`src/rtl/br_arb_rr_lock_pkg.sv`:
```
// Shared arbiter types and helpers: lock FSM state encoding, round-robin pointer
// advance and the clamped clog2 used to size binary grant indices.
package br_arb_pkg;

  typedef enum logic {Idle, Locked} br_arb_lock_state_e;

  // Width needed for a binary index of n values, never less than 1.
  function automatic int unsigned clamped_clog2(int unsigned n);
    return (n <= 2) ? 1 : $clog2(n);
  endfunction

  // Round-robin pointer advance: the slot after idx, wrapping at n.
  function automatic int unsigned rr_next_ptr(int unsigned idx, int unsigned n);
    return (idx + 1 >= n) ? 0 : idx + 1;
  endfunction

endpackage

```
`src/rtl/br_arb_rr_lock_enc.sv`:
```
// Onehot-to-binary encoder; the output is 0 for an all-zero input.
module br_enc_onehot2bin #(
  parameter int NumValues = 2,
  parameter int BinWidth  = 1
) (
  input  logic [NumValues-1:0] in_i,
  output logic [BinWidth-1:0]  out_o
);

  // OR-reduction of set indices; exact because the input is onehot0.
  always_comb begin
    out_o = '0;
    for (int unsigned i = 0; i < NumValues; i++) begin
      if (in_i[i]) out_o = out_o | BinWidth'(i);
    end
  end

endmodule

```
`src/rtl/br_arb_rr_lock.sv`:
```
// Round-robin arbiter that locks the grant across a multi-beat packet.
// Optional beat limit enabled by BR_ARB_RR_LOCK_MAX_HOLD_EN (forced release after MaxHold beats).
module br_arb_rr_lock
  import br_arb_pkg::*;
#(
  parameter int NumRequesters = 2,
  parameter int BinWidth      = clamped_clog2(NumRequesters),
  parameter int MaxHold       = 16
) (
  input  logic                     clk,
  input  logic                     rst,
  input  logic [NumRequesters-1:0] request,
  input  logic [NumRequesters-1:0] request_last,
  input  logic                     resource_ready,
  output logic [NumRequesters-1:0] grant,
  output logic                     grant_valid,
  output logic [BinWidth-1:0]      grant_idx,
  output logic                     xfer,
  output logic                     forced_release
);

  if (NumRequesters < 2) begin : g_chk_num
    $error("br_arb_rr_lock: NumRequesters must be >= 2");
  end
  if (BinWidth < clamped_clog2(NumRequesters) || BinWidth >= 32) begin : g_chk_bin
    $error("br_arb_rr_lock: BinWidth out of range");
  end
  if (MaxHold < 1) begin : g_chk_hold
    $error("br_arb_rr_lock: MaxHold must be >= 1");
  end

  br_arb_lock_state_e         state_q, state_d;
  logic [NumRequesters-1:0]   grant_q, grant_d;
  logic [BinWidth-1:0]        ptr_q, ptr_d;
  logic [BinWidth-1:0]        pick_idx;
  logic                       pick_found;
  int unsigned                cand;
  logic                       last_hit;
  logic                       hold_hit;
  logic                       release_w;

  br_enc_onehot2bin #(
    .NumValues(NumRequesters),
    .BinWidth (BinWidth)
  ) u_enc (
    .in_i (grant_q),
    .out_o(grant_idx)
  );

  assign grant       = grant_q;
  assign grant_valid = |grant_q;
  // grant_q is onehot0, so masking selects request/last of the grant holder.
  assign xfer        = grant_valid & (|(request & grant_q)) & resource_ready;
  assign last_hit    = |(request_last & grant_q);
  assign release_w   = xfer & (last_hit | hold_hit);

  always_comb begin
    pick_found = 1'b0;
    pick_idx   = '0;
    cand       = '0;
    for (int unsigned off = 0; off < NumRequesters; off++) begin
      cand = (32'(ptr_q) + off) % NumRequesters;
      if (!pick_found && request[cand]) begin
        pick_found = 1'b1;
        pick_idx   = BinWidth'(cand);
      end
    end
  end

  always_comb begin
    state_d = state_q;
    grant_d = grant_q;
    ptr_d   = ptr_q;
    case (state_q)
      Idle: begin
        if (pick_found) begin
          grant_d           = '0;
          grant_d[pick_idx] = 1'b1;
          state_d           = Locked;
        end
      end
      Locked: begin
        if (release_w) begin
          grant_d = '0;
          state_d = Idle;
          ptr_d   = BinWidth'(rr_next_ptr(32'(grant_idx), NumRequesters));
        end
      end
      default: begin
        grant_d = '0;
        state_d = Idle;
      end
    endcase
  end

  always_ff @(posedge clk or posedge rst) begin
    if (rst) begin
      state_q <= Idle;
      grant_q <= '0;
      ptr_q   <= '0;
    end else begin
      state_q <= state_d;
      grant_q <= grant_d;
      ptr_q   <= ptr_d;
    end
  end

`ifdef BR_ARB_RR_LOCK_MAX_HOLD_EN
  localparam int CntWidth = $clog2(MaxHold + 1);

  logic [CntWidth-1:0] beat_cnt_q, beat_cnt_d;

  // Every grant passes through Idle, so clearing there resets the count per lock.
  always_comb begin
    beat_cnt_d = beat_cnt_q;
    if (state_q == Idle)  beat_cnt_d = '0;
    else if (xfer)        beat_cnt_d = beat_cnt_q + 1'b1;
  end

  always_ff @(posedge clk or posedge rst) begin
    if (rst) beat_cnt_q <= '0;
    else     beat_cnt_q <= beat_cnt_d;
  end

  assign hold_hit       = (beat_cnt_q == CntWidth'(MaxHold - 1)) & ~last_hit;
  assign forced_release = xfer & hold_hit;
`else
  assign hold_hit       = 1'b0;
  assign forced_release = 1'b0;
`endif

  a_grant_onehot0 : assert property (@(posedge clk) disable iff (rst) $onehot0(grant_q));
  a_idx_range     : assert property (@(posedge clk) disable iff (rst) 32'(grant_idx) < NumRequesters);
  a_lock_stable   : assert property (@(posedge clk) disable iff (rst)
                                     (state_q == Locked && !release_w) |=> $stable(grant_q));
  a_req_held      : assert property (@(posedge clk) disable iff (rst)
                                     grant_valid |-> |(request & grant_q));

endmodule

```
`config.mk`:
```
export PLATFORM = sky130hd
export DESIGN_NAME = br_arb_rr_lock
export DESIGN_NICKNAME = d
export VERILOG_FILES = /design/src/rtl/br_arb_rr_lock_pkg.sv /design/src/rtl/br_arb_rr_lock_enc.sv /design/src/rtl/br_arb_rr_lock.sv
export SDC_FILE = /design/constraint.sdc
export NUM_CORES = 1
export LEC_CHECK = 0
export CAP_MARGIN = 20
export CORE_AREA = 2 2 39 41
export CTS_CLUSTER_SIZE = 8
export DETAILED_ROUTE_END_ITERATION = 8
export DIE_AREA = 0 0 41 43
export GPL_ROUTABILITY_DRIVEN = 0
export HOLD_SLACK_MARGIN = 0.1
export SYNTH_ARGS = -nofsm -noshare
export SYNTH_HDL_FRONTEND = slang
export SYNTH_SLANG_ARGS = --single-unit
```
`constraint.sdc`:
```
create_clock -name clk -period 2.42 [get_ports clk]
set_clock_uncertainty 0.2 [all_clocks]
set_input_delay 0.242 -clock clk [delete_from_list [all_inputs] [get_ports clk]]
set_output_delay 0.242 -clock clk [all_outputs]
set_load 0.02 [all_outputs]
```
### After elaboration in Yosys (flattened, before gate mapping)

Cells that the tools add are included.

| operators by class | value |
|---|---|
| multipliers | 0 |
| bitwise operators | 6 |
| divide/modulo/power cells | 0 |
| $lt $le $gt $ge | 5 |
| add/sub/neg operators | 2 |
| reductions and logical operators | 8 |
| mux-type cells | 18 |
| equality and inequality tests | 2 |
| shift operators | 0 |

Operators by type and width:

| cell | count |
|---|---|
| 1-bit 2-to-1 mux | 13 |
| 1-bit by 2-bit < comparator with 1-bit output (second input constant) | 3 |
| 2-bit OR reduction | 3 |
| 2-bit AND | 2 |
| 2-bit 2-to-1 mux | 2 |
| 2-bit one-hot mux with 2 select lines | 1 |
| 2-bit AND reduction | 2 |
| 1-bit AND | 3 |
| 1-bit by 1-bit adder with 2-bit output (second input constant) | 1 |
| 2-bit greater-or-equal comparator (second input constant) | 1 |
| 1-bit logical AND | 2 |
| 2-bit by 1-bit inequality test with 1-bit output (second input constant) | 1 |
| 2-bit inequality test (second input constant) | 1 |
| 1-bit one-hot mux with 2 select lines | 1 |
| 1-bit adder (second input constant) | 1 |
| 1-bit demux with 1-bit select | 1 |
| 1-bit greater-or-equal comparator (second input constant) | 1 |
| 1-bit zero test | 1 |
| 1-bit NOT | 1 |

| storage, ports and cells | value |
|---|---|
| ROM bits | 0 |
| bits in registers | 4 |
| memories | 0 |
| logic and storage cells | 44 |
| latch bits | 0 |
| input port bits | 7 |
| output and inout bits | 6 |
| memory bits (writable) | 0 |

### Logic depth before layout (Yosys ltp)

| logic depth | value |
|---|---|
| word-level depth | 12 |
| depth in mapped cells | 3 |
| depth with buffers taken out | 3 |

### By module

A second synthesis with hierarchy kept.

| unflattened totals | value |
|---|---|
| cells, all modules | 25 |
| area, all modules | 236.5 µm² |

Modules (own cells, without submodules):

| module | area each (µm²) | times used | sequential area each (µm²) | cells each |
|---|---|---|---|---|
| br_arb_rr_lock | 229.0 | 1 | 100.1 | 24 |
| br_enc_onehot2bin | 7.5 | 1 | 0.0 | 1 |

### Least setup slack after synthesis

No wires, ideal clock.

| timing path | value |
|---|---|
| path kind | register to register |
| start | register grant_q[1], in the netlist grant[1] |
| end | register ptr_q |
| setup time | 0.081 ns |
| arrival | 1.112 ns |
| data required time | 2.139 ns |
| slack | 1.027 ns |
| stages on the path, launching flop included | 4 |
| path buffers | 0 |
| clock period less this slack | 1.393 ns |
| cells stage by stage | dfrtp_1 > a22oi_1 > and4bb_4 > mux2i_1 |

| between the ends | value |
|---|---|
| longest elaborated chain between the ends | 6 |
| elaborated cells on any way between the ends | 13 |
| those cells by class | add/sub: 1; order compare: 1; mux: 2; bitwise: 5; reduce/logical: 4 |

Ends and longest elaborated chain:

| item | RTL line | source |
|---|---|---|
| start: declaration | br_arb_rr_lock.sv:33 | `logic [NumRequesters-1:0] grant_q, grant_d;` |
| start signal: assignment | br_arb_rr_lock.sv:103 | `grant_q <= grant_d;` |
| 2-bit AND | br_arb_rr_lock.sv:53 | `assign xfer = grant_valid & (\|(request & grant_q)) & resource_ready;` |
| 2-bit OR reduction | br_arb_rr_lock.sv:53 |  |
| 1-bit AND (2 in a row) | br_arb_rr_lock.sv:53 |  |
| 1-bit AND | br_arb_rr_lock.sv:55 | `assign release_w = xfer & (last_hit \| hold_hit);` |
| 2-bit AND reduction (no line) | -- |  |
| end signal: assignment | br_arb_rr_lock.sv:104 | `ptr_q <= ptr_d;` |
| end: declaration | br_arb_rr_lock.sv:34 | `logic [BinWidth-1:0] ptr_q, ptr_d;` |

Parallel ways exist; a longest one is shown, timed or not.
A chain may end at the register's enable or synchronous reset.

### Worst setup path in the final report

| timing path | value |
|---|---|
| start | input port request[0] |
| end | output port xfer |

| between the ends | value |
|---|---|
| longest elaborated chain between the ends | 4 |

Ends and longest elaborated chain:

| item | RTL line | source |
|---|---|---|
| start: declaration | br_arb_rr_lock.sv:12 | `input logic [NumRequesters-1:0] request,` |
| 2-bit AND | br_arb_rr_lock.sv:53 |  |
| 2-bit OR reduction | br_arb_rr_lock.sv:53 |  |
| 1-bit AND (2 in a row) | br_arb_rr_lock.sv:53 |  |
| end: declaration | br_arb_rr_lock.sv:18 | `output logic xfer,` |

No other way between the ends.

==> impl_results.md <==
* Status: finished clean
* Post-CTS setup buffer count at 0
* DRT antenna net count at 0
* Switching portion of total power at 35.73%
* DRC errors left at 0
* DP HPWL at 405 um
* Part of the cycle the worst path needs at 88.63%
* R2r worst-path depth at 3
* H-tree levels at 1
* Synth area leaders: dfrtp_1, and4bb_4, a22oi_1
* Wire per inst at 9.444 um
* Ys Warns at 0
* Post-CTS sizing at 0
* Register share of total power at 30.1%
* CP Launch Point: request[0]
* CP Capture Point: xfer
* Max Root-Sink Buffers at 2
* Via count at 200
* Initial antenna violation count at 0
* Int Power at 245.2 uW
* Psw at 136.3 uW
* Final setup violation count at 0
* Die area at 1763 um2
* Layout area overhead at 62.77%
* Crit path launch type: primary input
* CTS sink cnt at 4
* Gate power share at 48.2%
* Worst EP arrival at 1700 ps
* CTS root buffer: clkbuf_4
* Post-Route WL at 510 um
* Total Neg Setup Slack at 0 ps
* Ant diodes at 0
* First DRT Iteration DRCs at 3
* Clock Pin Slew Worst Setup and Hold Paths at 40 ps
* Share of layout cells above drive strength 1 at 15.79%
* Pleak at 0.0001602 uW
* Vias per inst at 3.704
* Average cell area after synthesis at 9.409 um2
* Most common cell after layout, fill and taps aside: clkdlybuf4s50_1
* Endpoints failing hold at 0
* Number of register bits inferred by synthesis at 4
* R2R Setup Slk at 1050 ps
* Die W at 41 um
* PwrDens at 996.5 nW/um2
* Critical path required time at 1980 ps
* Register area share after synthesis at 42.55%
* Io pins at 13
* Worst vdd ir at 0.3397 mV
* Mapped Cells at 25
* PortBufs at 11
* Fin util at 27.67%
* Netlist cell types at 16
* Slowest stage delay, CP at 530 ps
* Worst Setup End Kind: primary output
* RSZ-0062 raised after global routing: false
* Critical path type: in -> out
* Commonest non-fill, non-tap cells in the layout: clkdlybuf4s50_1, dfrtp_1, inv_1, clkbuf_4
* Max Slew Vio Count at 0
* Pre-antenna DRT Iters at 4
* First-pass GRT wire length at 759 um
* Clock network power share at 21.6%
* Later-pin clock latency in the skew report at 230 ps
* Max-cap violations at 0
* R2r endpoint: grant[0]$_DFFE_PP0P_
* Grt ovf at 0
* Die Height at 43 um
* Core box area at 1384 um2
* Crit-path cells: clkdlybuf4s50_1 > a22oi_1 > and2b_2 > clkdlybuf4s50_1
* Post-Syn Nets at 32
* Total Routing Usage GR at 6.970%
* Most used cell, CP: clkdlybuf4s50_1
* Row cnt at 14
* CTS tree: yes
* Post-Synthesis Cell Area at 235.2 um2
* CP max-delay cell: clkdlybuf4s50_1
* Worst min path class: reg -> reg
* Initial Util at 17.00%
* Final net count at 47
* Reg2reg start: grant[1]$_DFFE_PP0P_
* Number of global-route vias before repair at 187
* Area leader, netlist: dfrtp_1
* Fin crit period at 2145 ps
* CTS Buf Count at 3
* Max Clk Rate at 466.2 MHz
* Crit path max fanout at 4
* Largest net degree at the start of global routing at 8
* Area share of the largest cell type after synthesis at 42.55%
* Hold buffer count at CTS at 1
## worst min path at each step
stage	start	end	slack, ps	depth (start not counted)
floorplan	rst	grant[0]$_DFFE_PP0P_	-190	1
global placement	rst	grant[1]$_DFFE_PP0P_	240	2
detailed placement	rst	grant[0]$_DFFE_PP0P_	230	2
CTS	ptr_q$_DFFE_PP0P_	ptr_q$_DFFE_PP0P_	340	2
global route	ptr_q$_DFFE_PP0P_	ptr_q$_DFFE_PP0P_	370	2
finish	ptr_q$_DFFE_PP0P_	ptr_q$_DFFE_PP0P_	340	2
## critical path: cells and delay by family
family                 cells  cell delay, ps
and+or+nand+nor            1             240
AOI/OAI and AO/OA          1             240
buffers and inverters      2             990
## flip-flops by register name, indices dropped and copies added (netlist names)
signal / cells
grant: 2
ptr_q: 1
state_q: 1
## layout make-up
type,instances,area [um2]
multi-input cells,16,108.9
fillers,154,1001
flip-flops and latches,4,100.1
inverters,3,11.26
well taps,16,20.02
repair buffers,12,120.1
clock buffers,3,22.52
## cells by family after synthesis
family | synth area share [%]
other | 1.594
and+or+nand+nor | 20.21
AOI/OAI and AO/OA | 20.21
DFF | 42.55
buffers and inverters | 11.17
muxes | 4.255
## layer usage
metal | global-route usage, % | routed length, um | up-vias
met5 | 0 | 0 | -
met4 | 6.000 | 0 | 0
met3 | 3.141 | 27 | 0
met2 | 9.375 | 248 | 6
met1 | 7.869 | 234 | 85
li1 | - | - | 109
## metrics by stage
| step | area, um2 | hold WS (ps) | setup slack [ps] | total power (uW) | std cells |
|---|---|---|---|---|---|
| global placement | 350.3 | 237.5 | 301.8 | 299.6 | 50 |
| floorplan | 235.2 | -191.9 | 1027 | 220.6 | 25 |
| CTS | 382.9 | 343.2 | 251.1 | 389.3 | 54 |
| global route | 382.9 | 368.0 | 166.6 | 410.8 | 54 |
| detailed placement | 350.3 | 233.0 | 255.9 | 302.3 | 50 |
| finish | 382.9 | 338.3 | 275.2 | 381.5 | 54 |
## cell usage after synthesis
cell type and number:
nor3_1 1, conb_1 1, nor2_1 1, nand2_1 2
a211o_1 1, a22oi_1 2, and4bb_4 1, or2_2 1
inv_1 3, and2b_2 1, o21bai_1 1, mux2i_1 1
o22ai_1 1, dfrtp_1 4, buf_4 2, o21ai_0 2
## power by group through the flow
stage / registers (uW) / logic (uW) / clock network [uW]
global placement: 118 / 182 / 0
CTS: 115 / 187 / 86.3
finish: 115 / 184 / 82.6
floorplan: 128 / 92.6 / 0
global route: 120 / 199 / 92.0
detailed placement: 116 / 186 / 0
Note: power is estimated with default switching activity, not from simulation.
